<file path="config.mk">
export PLATFORM = sky130hd
export DESIGN_NAME = vmicro16_mem_arb
export DESIGN_NICKNAME = d
export VERILOG_FILES = /design/src/rtl/vmicro16_mem_arb_pkg.sv /design/src/rtl/vmicro16_rr_pick.sv /design/src/rtl/vmicro16_mem_arb.sv
export SDC_FILE = /design/constraint.sdc
export NUM_CORES = 1
export LEC_CHECK = 0
export ABC_AREA = 1
export CORE_ASPECT_RATIO = 1.1
export CORE_MARGIN = 2
export CORE_UTILIZATION = 41
export CTS_BUF_LIST = sky130_fd_sc_hd__clkbuf_8 sky130_fd_sc_hd__clkbuf_16
export DETAILED_ROUTE_END_ITERATION = 10
export GPL_ROUTABILITY_DRIVEN = 0
export PLACE_DENSITY = 0.82
export SETUP_SLACK_MARGIN = 0.15
export SLEW_MARGIN = 5
export SYNTH_ARGS = -nofsm -noshare
export SYNTH_HDL_FRONTEND = slang
export SYNTH_SLANG_ARGS = --single-unit
</file>
<file path="constraint.sdc">
create_clock -name clk -period 2.01 [get_ports clk]
set_input_delay 0.3015 -clock clk [delete_from_list [all_inputs] [get_ports clk]]
set_output_delay 0.3015 -clock clk [all_outputs]
set_load 0.02 [all_outputs]
</file>
<file path="src/rtl/vmicro16_mem_arb_pkg.sv">
// vmicro16_mem_arb_pkg: shared state encodings and helpers for the BRAM arbiter.
package vmicro16_mem_arb_pkg;
   typedef enum logic [1:0] {
      IDLE  = 2'd0,
      ISSUE = 2'd1,
      RESP  = 2'd2
   } arb_state_t;

   function automatic int rr_next(input int idx, input int n);
      return (idx + 1) % n;
   endfunction
endpackage

</file>
<file path="src/rtl/vmicro16_rr_pick.sv">
// vmicro16_rr_pick: combinational round-robin pick, first requester at or after ptr.
module vmicro16_rr_pick #(
   parameter int N  = 4,
   parameter int PW = $clog2(N)
) (
   input  logic [N-1:0]  req,
   input  logic [PW-1:0] ptr,
   output logic          valid,
   output logic [PW-1:0] index
);
   logic [PW-1:0] j;
   // Walk from the farthest candidate back to ptr so the nearest one wins.
   always_comb begin
      valid = |req;
      index = '0;
      j = '0;
      for (int k = N - 1; k >= 0; k--) begin
         j = PW'((int'(ptr) + k) % N);
         if (req[j]) index = j;
      end
   end
endmodule

</file>
<file path="src/rtl/vmicro16_mem_arb.sv">
// vmicro16_mem_arb: round-robin arbiter giving NUM_PORTS requesters access to one
// single-port BRAM, one access per IDLE -> ISSUE -> RESP transaction.
module vmicro16_mem_arb
   import vmicro16_mem_arb_pkg::*;
#(
   parameter int NUM_PORTS  = 4,
   parameter int DATA_WIDTH = 16
) (
   input  logic                            clk,
   input  logic                            reset,
   input  logic [NUM_PORTS-1:0]            req_valid,
   input  logic [NUM_PORTS-1:0]            req_we,
   input  logic [NUM_PORTS*DATA_WIDTH-1:0] req_addr,
   input  logic [NUM_PORTS*DATA_WIDTH-1:0] req_wdata,
   output logic [NUM_PORTS-1:0]            ack,
   output logic [DATA_WIDTH-1:0]           rdata,
   output logic                            busy,
   output logic [DATA_WIDTH-1:0]           mem_addr,
   output logic [DATA_WIDTH-1:0]           mem_in,
   output logic                            mem_we,
   input  logic [DATA_WIDTH-1:0]           mem_out
);
   localparam int PW = $clog2(NUM_PORTS);

   arb_state_t            state_q, state_d;
   logic [PW-1:0]         ptr_q, ptr_d, idx_q, idx_d, pick_idx;
   logic                  we_q, we_d, pick_valid;
   logic [DATA_WIDTH-1:0] addr_q, addr_d, wdata_q, wdata_d, rdata_q, rdata_d;

   vmicro16_rr_pick #(.N(NUM_PORTS), .PW(PW)) u_pick (
      .req   (req_valid),
      .ptr   (ptr_q),
      .valid (pick_valid),
      .index (pick_idx)
   );

   always_comb begin
      state_d = state_q;
      ptr_d   = ptr_q;
      idx_d   = idx_q;
      we_d    = we_q;
      addr_d  = addr_q;
      wdata_d = wdata_q;
      rdata_d = rdata_q;
      case (state_q)
         IDLE: if (pick_valid) begin
            state_d = ISSUE;
            idx_d   = pick_idx;
            ptr_d   = PW'(rr_next(int'(pick_idx), NUM_PORTS));
            we_d    = req_we[pick_idx];
            addr_d  = req_addr[pick_idx*DATA_WIDTH +: DATA_WIDTH];
            wdata_d = req_wdata[pick_idx*DATA_WIDTH +: DATA_WIDTH];
         end
         ISSUE: state_d = RESP;
         RESP: begin
            state_d = IDLE;
            rdata_d = we_q ? rdata_q : mem_out;
         end
         default: state_d = IDLE;
      endcase
   end

   always_ff @(posedge clk) begin
      if (reset) begin
         state_q <= IDLE;
         ptr_q   <= '0;
         idx_q   <= '0;
         we_q    <= 1'b0;
         addr_q  <= '0;
         wdata_q <= '0;
         rdata_q <= '0;
      end else begin
         state_q <= state_d;
         ptr_q   <= ptr_d;
         idx_q   <= idx_d;
         we_q    <= we_d;
         addr_q  <= addr_d;
         wdata_q <= wdata_d;
         rdata_q <= rdata_d;
      end
   end

   // Read data is forwarded straight from the BRAM during RESP so it lines up with ack.
   always_comb begin
      busy     = state_q != IDLE;
      mem_we   = (state_q == ISSUE) && we_q;
      mem_addr = addr_q;
      mem_in   = wdata_q;
      ack      = (state_q == RESP) ? (NUM_PORTS'(1) << idx_q) : '0;
      rdata    = ((state_q == RESP) && !we_q) ? mem_out : rdata_q;
   end
endmodule
</file>
After elaboration in Yosys (flattened, before gate mapping)
Index checks and enable logic that the tools add are counted.
{"block": "totals", "word_cells": 49, "inputBits": 154, "out_inout_bits": 54, "register_bits": 55}
{"block": "op_classes", "n_bitwise": 1, "n_reduce_logical": 8, "n_eq_ne": 3, "mux": 18, "magnitude_cmp": 5, "n_addsub": 4, "shifts": 3}
{"op": "indexed part select 64 x 7 -> 16 bit", "n": 2}
{"op": "2-to-1 mux 16 bit", "n": 1}
{"op": "less-than comparator 2 x 3 -> 1 bit (second input constant)", "n": 5}
{"op": "binary-select mux 1 bit (select 2 bit)", "n": 5}
{"op": "2-to-1 mux 2 bit", "n": 5}
{"op": "2-to-1 mux 1 bit", "n": 5}
{"op": "adder 2 x 1 -> 2 bit (second input constant)", "n": 2}
{"op": "adder 2 bit (second input constant)", "n": 2}
{"op": "2-to-1 mux 4 bit", "n": 1}
{"op": "one-hot mux 2 bit (2 select lines)", "n": 1}
{"op": "AND reduction 2 bit", "n": 2}
{"op": "OR reduction 4 bit", "n": 1}
{"op": "left shift 1 x 2 -> 4 bit (first input constant)", "n": 1}
{"op": "== test 2 x 1 -> 1 bit (second input constant)", "n": 1}
{"op": "== test 2 bit (second input constant)", "n": 1}
{"op": "logical AND 1 bit", "n": 2}
{"op": "logical NOT 2 bit", "n": 1}
{"op": "!= test 2 bit (second input constant)", "n": 1}
{"op": "nonzero test 2 bit", "n": 1}
{"op": "logical NOT 1 bit", "n": 1}
{"op": "NOT 1 bit", "n": 1}

Logic depth before layout (Yosys ltp)
{"block": "logic_depth", "word_depth": 9, "depth_mapped": 15, "mapped_depth_nobuf": 13}

Hierarchy
A second synthesis with hierarchy kept.
{"block": "unflattened", "hier_cells": 748, "area_unflattened_um2": 4053.9}
{"mod": "vmicro16_mem_arb", "n_inst": 1, "seq_area_each_um2": 1101.1, "area_each_um2": 3865.0, "cells_each": 702}
{"mod": "vmicro16_rr_pick", "n_inst": 1, "seq_area_each_um2": 0.0, "area_each_um2": 188.9, "cells_each": 46}

Worst setup path before layout
No wires, ideal clock.
{"block": "synth_timing", "path_type": "register to output", "from": "register state_q[1]", "to": "output port rdata[1]", "n_path_buf": 1, "path_slack_ps": 296, "required_ps": 1709, "stages_incl_launch_ff": 9, "arrival_ps": 1413, "cell_sequence": "dfxtp_1 > inv_1 > nor2_1 > inv_1 > nor2_1 > clkbuf_1 > or2_2 > inv_1 > a21oi_1"}
{"block": "synth_via", "elab_chain_len": 3}
{"element": "start, declared", "line": "vmicro16_mem_arb.sv:25", "text": "arb_state_t state_q, state_d;"}
{"element": "start signal, assigned", "line": "vmicro16_mem_arb.sv:73", "text": "state_q <= state_d;"}
{"element": "== test 2 bit", "line": "vmicro16_mem_arb.sv:90", "text": "rdata = ((state_q == RESP) && !we_q) ? mem_out : rdata_q;"}
{"element": "logical AND 1 bit", "line": "vmicro16_mem_arb.sv:90"}
{"element": "2-to-1 mux 16 bit", "line": "vmicro16_mem_arb.sv:90"}
{"element": "end, declared", "line": "vmicro16_mem_arb.sv:16", "text": "output logic [DATA_WIDTH-1:0] rdata,"}
No other way between the ends.

Worst setup path in the final report
{"block": "layout_timing", "from": "input port req_valid[1]", "to": "register wdata_q[11], in the netlist mem_in[11]"}
{"block": "layout_via", "elab_chain_len": 7, "elab_cells_between_ends": 15, "cone_classes": "shift: 1; mux: 12; reduce/logical: 2"}
{"element": "start, declared", "line": "vmicro16_mem_arb.sv:11", "text": "input logic [NUM_PORTS-1:0] req_valid,"}
{"element": "binary-select mux 1 bit (select 2 bit)", "line": "vmicro16_rr_pick.sv:19", "text": "if (req[j]) index = j;"}
{"element": "2-to-1 mux 1 bit (not written as such)", "line": "vmicro16_rr_pick.sv:19"}
{"element": "2-to-1 mux 2 bit (4 in series)", "line": "vmicro16_rr_pick.sv:19"}
{"element": "indexed part select 64 x 7 -> 16 bit", "line": "vmicro16_mem_arb.sv:52", "text": "wdata_d = req_wdata[pick_idx*DATA_WIDTH +: DATA_WIDTH];"}
{"element": "end signal, assigned", "line": "vmicro16_mem_arb.sv:78", "text": "wdata_q <= wdata_d;"}
{"element": "end, declared", "line": "vmicro16_mem_arb.sv:28", "text": "logic [DATA_WIDTH-1:0] addr_q, addr_d, wdata_q, wdata_d, rdata_q, rdata_d;"}
Parallel ways exist; a longest one is shown, timed or not. The select of a mux whose other input is x is not followed.
A chain may end at the register's enable or synchronous reset.

==> impl_metrics.csv <==
group,metric,value,unit
global_route,grt_pass1_wl,21.86,mm
status,status,"complete, but fails checks",
timing,fmax,450.3,MHz
yosys,ys_seq_area_share,26.31,%
yosys,synth_top_area_share,26.31,%
detailed_routing,wl,25.25,mm
clocking,clk_latency,330,ps
timing,finalCriticalPeriod,2221,ps
yosys,synthTopCellsByArea,"dfxtp_1 (26%), nand3_1 (20%), inv_1 (19%)",
flow_run,drv_cap,0,
global_route,grt_pass1_vias,4717,
clocking,cts_hold_buf,0,
floorplan,die_h,110.0,um
critical_path,arrival,2490,ps
power,p_per_area,1219,mW/mm^2
yosys,synth-warning-count,0,
finish,area_growth,117.8,%
clocking,clk_pin_slew,130,ps
critical_path,criticalPathCategory,"input pin to flop",
floorplan,die_area,0.01103,mm^2
floorplan,core,0.009889,mm^2
timing,worst_pin_slew,478.5,ps
clocking,clkSinkCount,55,
finish,fillers,340,
yosys,synth_edf_count,0,
place,placement.io_buffers,207,
detailed_routing,route.met3.wl,2.355,mm
clocking,cts.htree.levels,2,
clocking,cts_tree,"built",
timing,setup_viol,52,
power,ir_worst_vdd,0.7114,mV
detailed_routing,wl_met1,8.685,mm
yosys,synth-xor-area-share,0,%
critical_path,worstPathRequired,2280,ps
status,violations,"negative setup slack",
yosys,synth.most_common_cell,"inv_1",
finish,design_area,0.009116,mm^2
global_route,grt_max_degree,56,
timing,slew_headroom,67.86,%
floorplan,die_w,100.3,um
yosys,yosysTopAreaCell,"dfxtp_1",
yosys,synth_area,0.004185,mm^2
yosys,ys_types,24,
detailed_routing,avgViaCountPerCell,5.743,
timing,worst_slack,-210.9,ps
place,hpwl,9.505,mm
power,p_leak,4.773,nW
finish,n_antenna_cell,0,
yosys,synth_common_cells,"inv_1 (214), nand3_1 (169), nand2_1 (123)",
floorplan,initial_utilization,42.32,%
timing,tns,-6023,ps
global_route,grt_overflow,0,
floorplan,rows,38,
yosys,yosys_most_used_dff,"dfxtp_1",
detailed_routing,route.antenna.remaining_nets,0,
hold_path,worstHoldPathCells,3,
detailed_routing,via_count,6547,
yosys,synth_top_family_by_area,"simple AND/OR/NAND/NOR gates",
critical_path,path_max_fanout,5,
global_route,antenna_found_initial,0,
clocking,cts_buffers,5,
timing,hold_violations,0,
critical_path,r2r_cells,14,
detailed_routing,wl_met2,12.07,mm
yosys,muxShareOfSynthArea,0,%
yosys,yosys.area_share.simple,41.79,%
floorplan,io_pins,208,
timing,fin_crit_sh,110.5,%
critical_path,cp-end-kind,"flop",
detailed_routing,dr.first_iter.drc_count,608,
timing,maxSlewViolCount,0,
timing,fin_skew,17.59,ps
hold_path,hold_class,"input pin to flop",
yosys,synth-adder-area-share,0,%
yosys,synthCells,750,
yosys,avgSynthCellArea,5.580,um^2
critical_path,start_kind,"input pin",
yosys,synthArstFlopShare,0,%
yosys,synth_compound_area_share,6.577,%
yosys,ys_ff_latch,55,
yosys,synth_nets,904,
clocking,cts_max_path_buffers,2,
global_route,grt_usage,24.49,%
clocking,cts_root_buf,"clkbuf_8",
finish,drive_gt1_share,38.33,%
detailed_routing,wl_per_cell,22.15,um
finish,nets,1173,
detailed_routing,dr.pass1.iters,5,
timing,rsz0062_at_grt,"true",
detailed_routing,top_layer_used,"met4",
detailed_routing,drc_errors,0,
place,placed_area,0.006530,mm^2
-- kinds of logic (layout without fill, tap and decap cells) --
logic type | count (synthesis) | in the layout
buffers and inverters | 261 | 530
AO/OA/AOI/OAI | 44 | 44
AND/OR/NAND/NOR | 390 | 391
flip-flops | 55 | 55
-- registers in the layout, indices dropped and copies added (netlist names) --
| signal | cells |
|---|---|
| idx_q | 2 |
| mem_addr | 16 |
| mem_in | 16 |
| ptr_q | 2 |
| rdata_q | 16 |
| state_q | 2 |
| we_q | 1 |
-- layer usage --
metal | vias to the layer above | track usage (%)
met1 | 3017 | 28.80
met2 | 541 | 44.01
li1 | 2797 | -
met5 | - | 0
met4 | 0 | 9.687
met3 | 192 | 4.387
-- worst max-delay path, stage by stage --
cell and delay, ps:
clkdlybuf4s50_1 460, inv_1 220, o21ai_4 110, nand2_4 100, nand3b_1 160, o21ai_4 340
buf_6 160, buf_8 130, clkbuf_16 170, nand3_1 90, nand3_2 80, nand2_1 70
inv_1 80
-- final cells by class --
type                            count  area (um^2)  area share [%]
Inverter                          215        819.5           8.990
Clock inverter                      3        27.53          0.3019
Timing Repair Buffer              307         3533           38.76
Multi-Input combinational cell    435         3407           37.37
Tap cell                          120        150.1           1.647
Clock buffer                        5        68.82          0.7549
Sequential cell                    55         1110           12.17
-- layout by cell type (no fill, tap or decap), types with 2 or more instances in the layout --
cell             synthesis  final
nand2_2                  2     29
dfxtp_1                 55     52
or2_4                    0     11
nand2_1                123     62
clkbuf_2                 0      2
inv_2                    1     22
a211oi_1                17     16
clkbuf_8                 0      5
a21oi_2                  0     15
nand3_4                  0     28
nor3_1                   6      6
nor2_1                  69     66
dlymetal6s2s_1           0      4
dfxtp_4                  0      2
nand3_2                  2     99
inv_1                  214    189
a21oi_1                 21      4
inv_4                    0      3
nand3_1                169     44
clkbuf_16                0     17
buf_12                   0     20
o21ai_4                  1      4
buf_8                    0      8
nand2_8                  0      3
a21oi_4                  0      2
buf_6                    4     30
or2_2                   16      5
clkdlybuf4s50_1          0    181
buf_2                   13      2
buf_16                   0      2
nor2_4                   0      2
buf_4                    9     38
nand2_4                  0     32
-- path summary, 6_finish.rpt --
path / start / slack [ps] / endpoint
worst max-delay path: req_valid[1] / -210 / mem_in[11]
worst min-delay path: reset / 450 / state_q[0]
worst max register to register: ptr_q[0] / -180 / mem_in[6]
worst min register to register: state_q[1] / 560 / state_q[1]
-- metrics by stage --
stage          hold WS, ps  power [W]  util, %  cells  setup WS (ps)
4_1_cts              440.7   0.006642    69.38   1089          49.82
3_3_place_gp         491.6   0.005737    66.03   1068         -174.9
2_1_floorplan        424.9   0.004288        -    750          296.0
6_report             446.9    0.01112    92.18   1140         -210.9
5_1_grt              471.3    0.01142    92.18   1140         -293.7
3_5_place_dp         494.2   0.005782    66.03   1068         -190.7
-- report_power, final --
group	leakage, nW	internal (W)	total (W)	switching, W
combinational	4.27	0.00403	0.00884	0.00481
clock	0.0467	0.000261	0.000725	0.000464
sequential	0.456	0.00136	0.00155	0.000192
-- repair_timing --
item                       CTS  global route
setup buffers               11            23
pin swaps                    3           111
setup endpoints to repair   42            56
gates cloned                 2            28
gates resized for setup    142           353
No activity file was read; power rests on OpenSTA's default activity.
